**src/rtl/ppu_pkg.sv**
```systemverilog
// Shared posit-processing types: width helpers and the decoded-posit record
// passed between the operand decoder, the arithmetic core and the encoder.
package ppu_pkg;

  function automatic int k_w(input int n);
    return $clog2(n) + 1;
  endfunction

  function automatic int frac_w(input int n, input int es);
    return n - 3 - es;
  endfunction

  function automatic int sc_w(input int n, input int es);
    return k_w(n) + es;
  endfunction

  function automatic int cnt_w(input int n);
    return $clog2(n + 1);
  endfunction

  localparam int POSIT_N      = 16;
  localparam int POSIT_ES     = 1;
  localparam int POSIT_K_W    = k_w(POSIT_N);
  localparam int POSIT_EXP_W  = (POSIT_ES > 0) ? POSIT_ES : 1;
  localparam int POSIT_FRAC_W = frac_w(POSIT_N, POSIT_ES);
  localparam int POSIT_SC_W   = sc_w(POSIT_N, POSIT_ES);

  typedef struct packed {
    logic                          sign;
    logic                          is_zero;
    logic                          is_nar;
    logic [POSIT_K_W-1:0]          k;
    logic [POSIT_EXP_W-1:0]        exp;
    logic [POSIT_FRAC_W:0]         mant;
    logic [POSIT_SC_W-1:0]         scale;
  } posit_dec_t;

endpackage

```
**src/rtl/clo.sv**
```systemverilog
// Count of leading ones: length of the run of 1s starting at the MSB.
module clo #(
  parameter int N     = 16,
  parameter int CNT_W = $clog2(N + 1)
) (
  input  logic [N-1:0]     bits,
  output logic [CNT_W-1:0] ones
);

  logic run;

  always_comb begin
    ones = '0;
    run  = 1'b1;
    for (int i = N - 1; i >= 0; i--) begin
      if (run && bits[i]) begin
        ones = ones + CNT_W'(1);
      end else begin
        run = 1'b0;
      end
    end
  end

endmodule

```
**src/rtl/posit_decode_pipe.sv**
```systemverilog
// Two-stage posit field decoder: stage 1 measures the regime run, stage 2
// extracts k, exponent, mantissa and the combined scale.
module posit_decode_pipe
  import ppu_pkg::*;
#(
  parameter int N      = 16,
  parameter int ES     = 1,
  parameter int K_W    = k_w(N),
  parameter int FRAC_W = frac_w(N, ES),
  parameter int SC_W   = sc_w(N, ES)
) (
  input  logic                          clk,
  input  logic                          rst_n,
  input  logic                          in_valid,
  output logic                          in_ready,
  input  logic [N-1:0]                  posit_in,
  output logic                          out_valid,
  input  logic                          out_ready,
  output logic                          sign,
  output logic                          is_zero,
  output logic                          is_nar,
  output logic [K_W-1:0]                k,
  output logic [((ES > 0) ? ES : 1)-1:0] exp,
  output logic [FRAC_W:0]               mant,
  output logic [SC_W-1:0]               scale
);

  localparam int M_W   = cnt_w(N);
  localparam int P_W   = N - 3;
  localparam int EXP_W = (ES > 0) ? ES : 1;
  localparam logic [N-1:0] NAR_PAT = {1'b1, {(N - 1){1'b0}}};

  // Handshake: an item moves across a boundary only in a cycle where the
  // sender's valid and the receiver's ready are both high. A full stage may
  // hand its item on and take a new one in the same cycle, so ready looks
  // through to the stage behind it; a stage that cannot advance holds its
  // valid and data unchanged.
  logic s2_adv;
  logic in_acc;
  logic s2_load;

  // Stage 1 state
  logic           s1_valid_q, s1_valid_d;
  logic           s1_sign_q,  s1_sign_d;
  logic           s1_zero_q,  s1_zero_d;
  logic           s1_nar_q,   s1_nar_d;
  logic           s1_r_q,     s1_r_d;
  logic [M_W-1:0] s1_m_q,     s1_m_d;
  logic [P_W-1:0] s1_body_q,  s1_body_d;

  // Stage 2 state
  logic              s2_valid_q, s2_valid_d;
  logic              sign_q,     sign_d;
  logic              is_zero_q,  is_zero_d;
  logic              is_nar_q,   is_nar_d;
  logic [K_W-1:0]    k_q,        k_d;
  logic [EXP_W-1:0]  exp_q,      exp_d;
  logic [FRAC_W:0]   mant_q,     mant_d;
  logic [SC_W-1:0]   scale_q,    scale_d;

  logic [N-2:0]    body;
  logic [N-2:0]    nb;
  logic [M_W-1:0]  run_len;
  logic [K_W-1:0]  m_ext;
  logic [K_W-1:0]  k_calc;
  logic [P_W-1:0]  payload;
  logic [EXP_W-1:0] exp_calc;
  logic [SC_W-1:0] scale_calc;
  logic            special;

  always_comb begin
    s2_adv   = !s2_valid_q || out_ready;
    in_ready = !s1_valid_q || s2_adv;
    in_acc   = in_valid && in_ready;
    s2_load  = s2_adv && s1_valid_q;
  end

  // Low N-1 bits of -p equal the negation of p's low bits, so the magnitude
  // body never needs the full-width negate.
  always_comb begin
    body = posit_in[N-1] ? -posit_in[N-2:0] : posit_in[N-2:0];
    nb   = body[N-2] ? body : ~body;
  end

  clo #(
    .N     (N),
    .CNT_W (M_W)
  ) u_clo (
    .bits ({nb, 1'b0}),
    .ones (run_len)
  );

  // The run plus its terminator consume at least two body bits, so only the
  // low N-3 body bits can ever reach the exponent and fraction fields.
  always_comb begin
    s1_valid_d = in_acc || (s1_valid_q && !s2_adv);
    s1_sign_d  = s1_sign_q;
    s1_zero_d  = s1_zero_q;
    s1_nar_d   = s1_nar_q;
    s1_r_d     = s1_r_q;
    s1_m_d     = s1_m_q;
    s1_body_d  = s1_body_q;
    if (in_acc) begin
      s1_sign_d = posit_in[N-1];
      s1_zero_d = (posit_in == '0);
      s1_nar_d  = (posit_in == NAR_PAT);
      s1_r_d    = body[N-2];
      s1_m_d    = run_len;
      s1_body_d = body[P_W-1:0];
    end
  end

  always_comb begin
    m_ext   = K_W'(s1_m_q);
    k_calc  = s1_r_q ? (m_ext - K_W'(1)) : -m_ext;
    payload = s1_body_q << (s1_m_q - M_W'(1));
    special = s1_zero_q || s1_nar_q;
  end

  // exp < 2^ES, so (k <<< ES) + exp is just k with exp appended.
  if (ES > 0) begin : g_exp
    assign exp_calc   = payload[P_W-1 -: EXP_W];
    assign scale_calc = {k_calc, exp_calc};
  end else begin : g_no_exp
    assign exp_calc   = '0;
    assign scale_calc = k_calc;
  end

  always_comb begin
    s2_valid_d = s2_adv ? s1_valid_q : s2_valid_q;
    sign_d     = sign_q;
    is_zero_d  = is_zero_q;
    is_nar_d   = is_nar_q;
    k_d        = k_q;
    exp_d      = exp_q;
    mant_d     = mant_q;
    scale_d    = scale_q;
    if (s2_load) begin
      sign_d    = s1_sign_q;
      is_zero_d = s1_zero_q;
      is_nar_d  = s1_nar_q;
      k_d       = special ? '0 : k_calc;
      exp_d     = special ? '0 : exp_calc;
      mant_d    = special ? '0 : {1'b1, payload[FRAC_W-1:0]};
      scale_d   = special ? '0 : scale_calc;
    end
  end

  always_ff @(posedge clk or negedge rst_n) begin
    if (!rst_n) begin
      s1_valid_q <= 1'b0;
      s1_sign_q  <= 1'b0;
      s1_zero_q  <= 1'b0;
      s1_nar_q   <= 1'b0;
      s1_r_q     <= 1'b0;
      s1_m_q     <= '0;
      s1_body_q  <= '0;
      s2_valid_q <= 1'b0;
      sign_q     <= 1'b0;
      is_zero_q  <= 1'b0;
      is_nar_q   <= 1'b0;
      k_q        <= '0;
      exp_q      <= '0;
      mant_q     <= '0;
      scale_q    <= '0;
    end else begin
      s1_valid_q <= s1_valid_d;
      s1_sign_q  <= s1_sign_d;
      s1_zero_q  <= s1_zero_d;
      s1_nar_q   <= s1_nar_d;
      s1_r_q     <= s1_r_d;
      s1_m_q     <= s1_m_d;
      s1_body_q  <= s1_body_d;
      s2_valid_q <= s2_valid_d;
      sign_q     <= sign_d;
      is_zero_q  <= is_zero_d;
      is_nar_q   <= is_nar_d;
      k_q        <= k_d;
      exp_q      <= exp_d;
      mant_q     <= mant_d;
      scale_q    <= scale_d;
    end
  end

  assign out_valid = s2_valid_q;
  assign sign      = sign_q;
  assign is_zero   = is_zero_q;
  assign is_nar    = is_nar_q;
  assign k         = k_q;
  assign exp       = exp_q;
  assign mant      = mant_q;
  assign scale     = scale_q;

endmodule

```
**config.mk**
```make
export PLATFORM = sky130hd
export DESIGN_NAME = posit_decode_pipe
export DESIGN_NICKNAME = d
export VERILOG_FILES = /design/src/rtl/ppu_pkg.sv /design/src/rtl/clo.sv /design/src/rtl/posit_decode_pipe.sv
export SDC_FILE = /design/constraint.sdc
export NUM_CORES = 1
export LEC_CHECK = 0
export ABC_AREA = 1
export CAP_MARGIN = 20
export CORE_ASPECT_RATIO = 1.4
export CORE_MARGIN = 2
export CORE_UTILIZATION = 58
export DETAILED_ROUTE_END_ITERATION = 7
export PLACE_DENSITY = 0.82
export SLEW_MARGIN = 20
export SYNTH_ARGS = -nofsm -noshare
export SYNTH_HDL_FRONTEND = slang
export SYNTH_HIERARCHICAL = 1
export SYNTH_SLANG_ARGS = --single-unit
```
**constraint.sdc**
```tcl
create_clock -name clk -period 2.5 [get_ports clk]
set_clock_uncertainty 0.15 [all_clocks]
set_input_delay 0.625 -clock clk [delete_from_list [all_inputs] [get_ports clk]]
set_output_delay 0.625 -clock clk [all_outputs]
set_load 0.03 [all_outputs]
```
# --- Word level (Yosys, flattened, before mapping) ---
# Index checks and enable logic that the tools add are counted.
op_classes:
  n_eq_ne: 1
  bitwise_logic: 1
  n_reduce_logical: 25
  muxes: 36
  n_shift: 1
  add_sub_neg: 17
op_table:
  columns: ["operator", "n"]
  rows:
  - ["two-way mux 5 bit", 16]
  - ["adder 5 x 1 -> 5 bit (second input constant)", 14]
  - ["two-way mux 15 bit", 2]
  - ["logical AND 1 bit", 17]
  - ["== test 16 bit (second input constant)", 1]
  - ["zero test 16 bit", 1]
  - ["two-way mux 1 bit", 16]
  - ["negator 15 bit", 1]
  - ["NOT 15 bit", 1]
  - ["two-way mux 13 bit", 1]
  - ["left shift 13 x 5 -> 13 bit", 1]
  - ["two-way mux 6 bit", 1]
  - ["negator 5 bit", 1]
  - ["subtractor 5 x 1 -> 5 bit (second input constant)", 1]
  - ["logical OR 1 bit", 4]
  - ["zero test 1 bit", 3]
totals:
  elab_cells: 96
  in_bits: 20
  register_bits: 52

# --- Logic depth before layout (Yosys ltp) ---
# Gate-level depths: netlist of run 1.
depth:
  word_depth: 33
  mapped_depth: 48
  ltp_nobuf: 48

# --- Cells and area by module ---
# The synthesis of run 1 kept the hierarchy.
by_module_without_submodules:
  columns: ["mod", "seq_area_each_um2", "n_inst", "area_each_um2", "cells_each"]
  rows:
  - ["posit_decode_pipe", 1151.1, 1, 3165.5, 473]
  - ["clo", 0.0, 1, 1261.2, 229]

# --- Least setup slack after synthesis of run 1 ---
# Ideal clock, no wire load.
synth_timing:
  path_kind: "input port to flip-flop"
  from: "input posit_in[0]"
  to: "register s1_m_q[4], in the netlist m_ext[4]"
  setup_time_ns: 0.132
  cell_stages: 37
  n_path_buf: 1
  t_required_ns: 2.218
  path_slack_ns: -3.125
  arrival_ns: 5.343
  path_cell_list: "inv_1 > ha_1 > nand2_2 > nor2_4 > nand3_1 > nand3_1 > nand2_2 > buf_6 > nand2_1 > nand2_1 > a21boi_0 > ha_1 > nor2_1 > nor2_1 > ha_1 > o21ai_1 > ha_1 > nor3b_1 > a31oi_1 > ha_1 > nand2_1 > o21a_1 > ha_1 > o21ai_1 > ha_1 > nand2_1 > o21a_1 > ha_1 > nand2_1 > inv_1 > nand3_1 > nand2_1 > nand3_1 > nand2_1 > inv_1 > nand2_1 > o21ai_0"
synth_between:
  word_cells_on_any_way: 61
  classes_between: "add/sub: 15; mux: 31; bitwise: 1; reduce/logical: 14"
synth_rtl:
  columns: ["element", "line", "text"]
  rows:
  - ["from (decl)", "posit_decode_pipe.sv:16", "input logic [N-1:0] posit_in,"]
  - ["negator 15 bit *", "posit_decode_pipe.sv:81", "body = posit_in[N-1] ? -posit_in[N-2:0] : posit_in[N-2:0];"]
  - ["two-way mux 15 bit *", "posit_decode_pipe.sv:81", null]
  - ["NOT 15 bit", "posit_decode_pipe.sv:82", "nb = body[N-2] ? body : ~body;"]
  - ["two-way mux 15 bit *", "posit_decode_pipe.sv:82", null]
  - ["via nb[13]", "posit_decode_pipe.sv:62", "logic [N-2:0] nb;"]
  - ["logical AND 1 bit *", "clo.sv:16", "if (run && bits[i]) begin"]
  - ["two-way mux 5 bit / two-way mux 1 bit (equally long branches)", "clo.sv:16", null]
  - ["adder 5 x 1 -> 5 bit / logical AND 1 bit (equally long branches)", "clo.sv:17, clo.sv:16", null]
  - ["[... 18 more ...]", null, null]
  - ["two-way mux 5 bit / two-way mux 1 bit (equally long branches)", "clo.sv:16", null]
  - ["adder 5 x 1 -> 5 bit / logical AND 1 bit (equally long branches)", "clo.sv:17, clo.sv:16", null]
  - ["two-way mux 5 bit / two-way mux 1 bit (equally long branches)", "clo.sv:16", null]
  - ["adder 5 x 1 -> 5 bit / logical AND 1 bit (equally long branches)", "clo.sv:17, clo.sv:16", null]
  - ["two-way mux 5 bit / two-way mux 1 bit (equally long branches)", "clo.sv:16", null]
  - ["adder 5 x 1 -> 5 bit / logical AND 1 bit (equally long branches)", "clo.sv:17, clo.sv:16", null]
  - ["two-way mux 5 bit *", "clo.sv:16", null]
  - ["via run_len[4]", "posit_decode_pipe.sv:63", "logic [M_W-1:0] run_len;"]
  - ["to (signal assigned)", "posit_decode_pipe.sv:172", "s1_m_q <= s1_m_d;"]
  - ["to (decl)", "posit_decode_pipe.sv:48", "logic [M_W-1:0] s1_m_q, s1_m_d;"]
# Mark *: on every way through the listed nets, which the timed path passes. The rest lies on a longest branch.
# A chain may end at the register's enable or synchronous reset.

# --- Final worst setup path of run 1 ---
layout_timing:
  from: "input posit_in[4]"
  to: "register s1_m_q[4], in the netlist m_ext[4]"
layout_between:
  word_cells_on_any_way: 61
  classes_between: "add/sub: 15; mux: 31; bitwise: 1; reduce/logical: 14"
layout_rtl:
  columns: ["element", "line"]
  rows:
  - ["negator 15 bit *", "posit_decode_pipe.sv:81"]
  - ["two-way mux 15 bit *", "posit_decode_pipe.sv:81"]
  - ["NOT 15 bit", "posit_decode_pipe.sv:82"]
  - ["two-way mux 15 bit *", "posit_decode_pipe.sv:82"]
  - ["via nb[12]", "posit_decode_pipe.sv:62"]
  - ["logical AND 1 bit *", "clo.sv:16"]
  - ["two-way mux 5 bit / two-way mux 1 bit (equally long branches)", "clo.sv:16"]
  - ["adder 5 x 1 -> 5 bit / logical AND 1 bit (equally long branches)", "clo.sv:17, clo.sv:16"]
  - ["[... 16 more ...]", null]
  - ["two-way mux 5 bit / two-way mux 1 bit (equally long branches)", "clo.sv:16"]
  - ["adder 5 x 1 -> 5 bit / logical AND 1 bit (equally long branches)", "clo.sv:17, clo.sv:16"]
  - ["two-way mux 5 bit / two-way mux 1 bit (equally long branches)", "clo.sv:16"]
  - ["adder 5 x 1 -> 5 bit / logical AND 1 bit (equally long branches)", "clo.sv:17, clo.sv:16"]
  - ["two-way mux 5 bit / two-way mux 1 bit (equally long branches)", "clo.sv:16"]
  - ["adder 5 x 1 -> 5 bit / logical AND 1 bit (equally long branches)", "clo.sv:17, clo.sv:16"]
  - ["two-way mux 5 bit *", "clo.sv:16"]
  - ["via run_len[4]", "posit_decode_pipe.sv:63"]
# Marked as above.

==> impl_metrics.yaml, run 1 <==
placement:
  dpl.hpwl_mm: 9.143
  place_congestion: 0.9098
  numPlacedInstances: 922
  portBuffers: 49
synth:
  ys_seq_elements: 46
  synth_area_per_cell_um2: 6.306
  seq_area_frac_synth: 0.2600
  ys.flop_type: "dfrtp_1"
  yosys.area.top_type: "dfrtp_1"
  synthTopCellsByArea: "dfrtp_1 (26%), nand2_1 (23%), inv_1 (7.5%)"
  syn_inst: 702
  yosysTopAreaCellShare: 0.2600
  netlist_area_um2: 4427
  synth_edf_count: 0
  async_reset_ff_frac: 1.000
  ys_types: 44
  ys_warn_count: 6
setup_path:
  start_kind: "primary input"
  crit_type: "in -> reg"
  r2r_slack_ps: 350
  cp-end-kind: "register"
  path_common_cell: "nand2_2"
  path_max_fanout: 4
  cp_slowest_cell: "ha_1"
  slowest_delay_ps: 320
  rr_worst_depth: 9
  r2r_end: "mant[8]"
  crit_arrival_ps: 5850
  r2r_start: "m_ext[0]"
  crit_required_ps: 2550
grt:
  grt_pass1_wl_mm: 21.95
  grt_remaining_overflow: 0
  grt.total_usage: 0.3234
  antenna_found_initial: 0
  grt_pass1_vias: 5210
  grt_max_degree: 34
cts:
  cts_buffers: 5
  hold_buffers: 0
  root_buffer: "clkbuf_8"
  clk_pin_slew_ps: 80
  numClockSinks: 46
  ctsLongestPathBuffers: 2
  cts_htree_levels: 2
  clk_latency_ps: 310
  cts_tree: "yes"
run:
  max-cap-violations: 0
outcome:
  outcome: "finished with violations"
  violations: "setup timing"
route:
  avgRoutedWirePerCell_um: 17.59
  drc: 0
  vias_per_cell: 5.878
  ant_nets: 0
  vias: 5708
  routed_wl_mm: 17.08
  firstDrtPassIters: 5
  first_iter_violations: 481
power_and_ir_drop:
  pwr_density_cell_nw_per_um2: 478.6
  power_leakage_uw: 0.003508
  total_power_uw: 3118
  vdd_drop_max_mv: 0.3458
die:
  rows: 37
  dieWidth_um: 77.84
  die_y_um: 107.4
  core_area_um2: 7361
  die_area_um2: 8357
  ios: 50
  start_util: 0.6014
layout:
  nets: 911
  area_delta_synth_final_pct: 47.17
  antenna_cells: 0
  final_layout_size_suffix_gt1_frac: 0.3730
  nFillCells: 359
  seqCellArea_um2: 1151
  multi_input_comb_area_um2: 3208
  fin_cells: 971
timing:
  fin_crit_sh: 2.320
  setup_viol: 5
  finalHoldViolations: 0
  max_freq_mhz: 172.4
  layout_min_cycle_time_ps: 5799
  whs_ps: 115.9
  rsz0062_at_grt: "yes"
  max_slew.worst_pin.slew_ps: 576.5
  drv_slew: 0
  setup_slack_ps: -3299
  relSlewSlack: 0.6138
min_path:
  worstHoldPathType: "in -> async"
==> synthesized netlist by cell type (10+ instances only) <==
library cell and count:
nor2_1 31, buf_2 10, nand2_1 270, o21ai_1 12, nand3_2 10, nand2_2 21, o21ai_0 37, ha_1 17
nand3_1 54, inv_1 88, dfrtp_1 46
==> cells by family (layout without fill, tap and decap cells) <==
| kind of cell | count (synthesis) | after routing | synth area share |
|---|---|---|---|
| and+or+nand+nor | 417 | 417 | 0.4350 |
| buffers and inverters | 128 | 299 | 0.1215 |
| AOI/OAI and AO/OA | 80 | 80 | 0.1037 |
| DFF | 46 | 46 | 0.2600 |
| adders and majority gates | 17 | 17 | 0.04805 |
| xor gates and xnor gates | 11 | 11 | 0.02770 |
| other | 2 | 3 | 0.001697 |
| muxes | 1 | 1 | 0.002261 |
==> final cells by class <==
class | count | share of cell area
Sequential cell | 46 | 0.1767
Clock buffer | 7 | 0.01171
Multi-Input combinational cell | 529 | 0.4924
Timing Repair Buffer | 189 | 0.2341
Tap cell | 97 | 0.01863
Inverter | 103 | 0.06645
==> stage by stage <==
| stage | setup WS (ps) | utilization | setup TNS [ps] | area, um^2 |
|---|---|---|---|---|
| after floorplan | -2742 | - | -11460 | 4519 |
| after global placement | -3542 | 0.7777 | -16700 | 5724 |
| after detailed placement | -3735 | 0.7777 | -17810 | 5724 |
| after CTS | -2900 | 0.8382 | -13180 | 6170 |
| after global routing | -3491 | 0.8851 | -16380 | 6515 |
| final | -3299 | 0.8851 | -15440 | 6515 |
==> cells in the final DEF (no fill, tap or decap), drive strengths merged, types with 5 or more instances in the layout <==
master / count
nand2: 295
buf: 148
inv: 98
nand3: 64
o21ai: 53
dfrtp: 46
nor2: 44
clkdlybuf4s50: 31
ha: 17
clkbuf: 13
o211ai: 9
a21oi: 8
xor2: 7
nand4: 5
or2: 5
clkinv: 5
==> how the worst max path moves through the flow <==
stage,to,depth (start not counted),slack (ps),start
2_1_floorplan,m_ext[4],38,-2740,posit_in[1]
3_3_place_gp,m_ext[4],39,-3540,posit_in[0]
3_5_place_dp,m_ext[4],39,-3730,posit_in[0]
4_1_cts,m_ext[4],41,-2900,posit_in[1]
5_1_grt,m_ext[4],43,-3490,posit_in[4]
6_report,m_ext[4],44,-3300,posit_in[4]
==> repair_timing <==
action	in CTS	in global routing
setup endpoints to repair	7	5
pin swaps	51	64
gates resized for setup	78	95
buffers inserted	29	17
==> worst max-delay path: cells and delay by family <==
kind	cells	cell delay, ps
compound gates	4	500
fa+ha+maj	4	1080
simple gates	28	2910
buf+inv	8	740
==> registers in the layout, indices dropped and copies added (netlist names) <==
| register | flops |
|---|---|
| s1_body_q | 13 |
| out_valid | 1 |
| sign | 1 |
| s1_nar_q | 1 |
| is_nar | 1 |
| m_ext | 5 |
| s1_valid_q | 1 |
| s1_r_q | 1 |
| k | 5 |
| s1_sign_q | 1 |
| is_zero | 1 |
| mant | 13 |
| s1_zero_q | 1 |
| scale | 1 |
==> metal layers <==
layer  vias up  global-route usage  wire length (um)  part of all wire
li1       2527                   -                 -                 -
met2       426              0.6416              8513              0.50
met4         0              0.1939              1627             0.095
met3       181             0.03859              1306             0.076
met5         -                   0                 0                 0
met1      2574              0.3088              5636              0.33
==> where the power goes <==
part	total (uW)	leakage, uW	switching (uW)	internal (uW)
sequential	944	0.000592	80.1	864
combinational	1750	0.00288	1060	691
clock	428	0.0000383	235	192
Note: power is estimated with default switching activity, not from simulation.
==> run 2, diff against run 1 <==
--- a/config.mk
+++ b/config.mk
@@ -8,7 +8,6 @@
 export ABC_AREA = 1
 export CAP_MARGIN = 20
 export CORE_ASPECT_RATIO = 1.4
-export CORE_MARGIN = 2
 export CORE_UTILIZATION = 58
 export DETAILED_ROUTE_END_ITERATION = 7
 export PLACE_DENSITY = 0.82
==> run 2 against run 1 <==
- the flow still finishes with violations (setup timing)
- worst hold slack worse by 81 ps
- global-route usage up 1.2 points
- first-iteration DRC count down 27%
- final area decreased by 2.4%
- cell count decreased by 0.93%
- power is 2.3% higher
- maximum frequency rose by 3.9%
- largest cell class unchanged
- largest power group unchanged
==> impl_metrics.yaml, run 2 (synthesis gave the netlist of run 1 again) <==
cts:
  cts_buffers: 5
  cts_htree_levels: 2
  clk_latency_ps: 300
  root_buffer: "clkbuf_8"
  numClockSinks: 46
  ctsLongestPathBuffers: 2
  hold_buffers: 0
  clk_pin_slew_ps: 80
  cts_tree: "yes"
outcome:
  outcome: "finished with violations"
  violations: "setup timing"
power_and_ir_drop:
  power_leakage_uw: 0.003446
  pwr_density_cell_nw_per_um2: 501.3
  vdd_drop_max_mv: 0.4742
die:
  start_util: 0.6014
  core_area_um2: 7361
  dieWidth_um: 75.84
  ios: 50
  die_y_um: 105.4
  die_area_um2: 7991
  rows: 37
layout:
  nFillCells: 414
  area_delta_synth_final_pct: 43.70
  nets: 902
  final_layout_size_suffix_gt1_frac: 0.3491
  fin_cells: 962
  antenna_cells: 0
  fin_area_um2: 6361
  final_cell_mix: "nand2_1 (241), buf_4 (126), inv_1 (78), nand3_1 (47), dfrtp_1 (46)"
  mostFrequentLayoutCell: "nand2_1"
setup_path:
  rr_worst_depth: 9
  path_max_fanout: 4
  crit_type: "in -> reg"
  crit_required_ps: 2540
  path_common_cell: "nand2_1"
  cp-end-kind: "register"
  cp_slowest_cell: "ha_1"
  slowest_delay_ps: 310
  start_kind: "primary input"
  crit_arrival_ps: 5630
route:
  drc: 0
  routed_wl_mm: 14.21
  ant_nets: 0
  vias: 5311
  avgRoutedWirePerCell_um: 14.77
  firstDrtPassIters: 7
  vias_per_cell: 5.521
  first_iter_violations: 350
grt:
  grt_pass1_vias: 5161
  antenna_found_initial: 0
  grt_remaining_overflow: 0
  grt_pass1_wl_mm: 21.09
  grt.total_usage: 0.3355
  grt_max_degree: 34
placement:
  numPlacedInstances: 918
  pre_cts_slack_ps: -3775
  portBuffers: 49
  placed_area_um2: 5694
  place_congestion: 0.9397
  dpl.hpwl_mm: 9.013
min_path:
  worstHoldPathType: "in -> async"
timing:
  relSlewSlack: 0.5905
  finalHoldViolations: 0
  rsz0062_at_grt: "yes"
  drv_slew: 0
  fin_crit_sh: 2.233
  setup_viol: 5
  setup_slack_ps: -3083
  layout_min_cycle_time_ps: 5583
  max_slew.worst_pin.slew_ps: 611.2
  max_freq_mhz: 179.1
run:
  max-cap-violations: 0
==> run 2: power breakdown <==
group | total, uW | switching [uW] | internal, uW | leakage [uW]
Sequential | 943 | 78.8 | 864 | 0.000592
Clock | 554 | 235 | 320 | 0.0000573
Combinational | 1690 | 1010 | 682 | 0.00280
Total | 3190 | 1320 | 1870 | 0.00345
==> run 2: metrics by stage <==
step | TNS [ps] | hold WS, ps | util | power, uW
6_report | -14120 | 34.89 | 0.8642 | 3189
3_3_place_gp | -16670 | 311.6 | 0.7736 | 2431
3_5_place_dp | -17770 | 315.7 | 0.7736 | 2476
2_1_floorplan | -11460 | 179.4 | - | 1961
5_1_grt | -15390 | 40.86 | 0.8642 | 3410
4_1_cts | -13070 | 35.15 | 0.8400 | 3104
==> run 2: layout make-up <==
cell class | instances | area (um^2) | area share
Multi-Input combinational cell | 529 | 3114 | 0.4896
Timing Repair Buffer | 180 | 1446 | 0.2274
Sequential cell | 46 | 1151 | 0.1810
Inverter | 103 | 415.4 | 0.06530
Tap cell | 97 | 121.4 | 0.01908
Clock buffer | 6 | 82.58 | 0.01298
Clock inverter | 1 | 30.03 | 0.004721
==> run 2: layer usage <==
metal  GRT usage  wire (um)
met1      0.3147       4905
met3     0.04876        634
met4      0.1706        893
met2      0.6542       7773
met5           0          0
==> run 2: worst paths after layout <==
kind	startpoint	end	slack, ps
hold / removal	rst_n	is_nar	30
max in group asynchronous	rst_n	s1_body_q[7]	1630
hold reg to reg	mant[9]	mant[9]	330
min in group clk	mant[9]	mant[9]	330
setup / recovery	posit_in[3]	m_ext[4]	-3080
setup reg to reg	m_ext[0]	mant[8]	300
==> run 2: worst max-delay path, delay by kind of cell <==
| family | cells | cell delay [ps] |
|---|---|---|
| simple gates | 27 | 2630 |
| compound gates | 5 | 770 |
| fa+ha+maj | 5 | 1250 |
| buf+inv | 5 | 350 |
==> run 2: what timing repair did <==
action / CTS / global route
endpoints found under the setup margin: 10 / 5
buffers inserted: 28 / 10
gates cloned: 0 / 0
endpoints found under the hold margin: 0 / 0
resized for setup: 83 / 64
pin swaps: 51 / 49
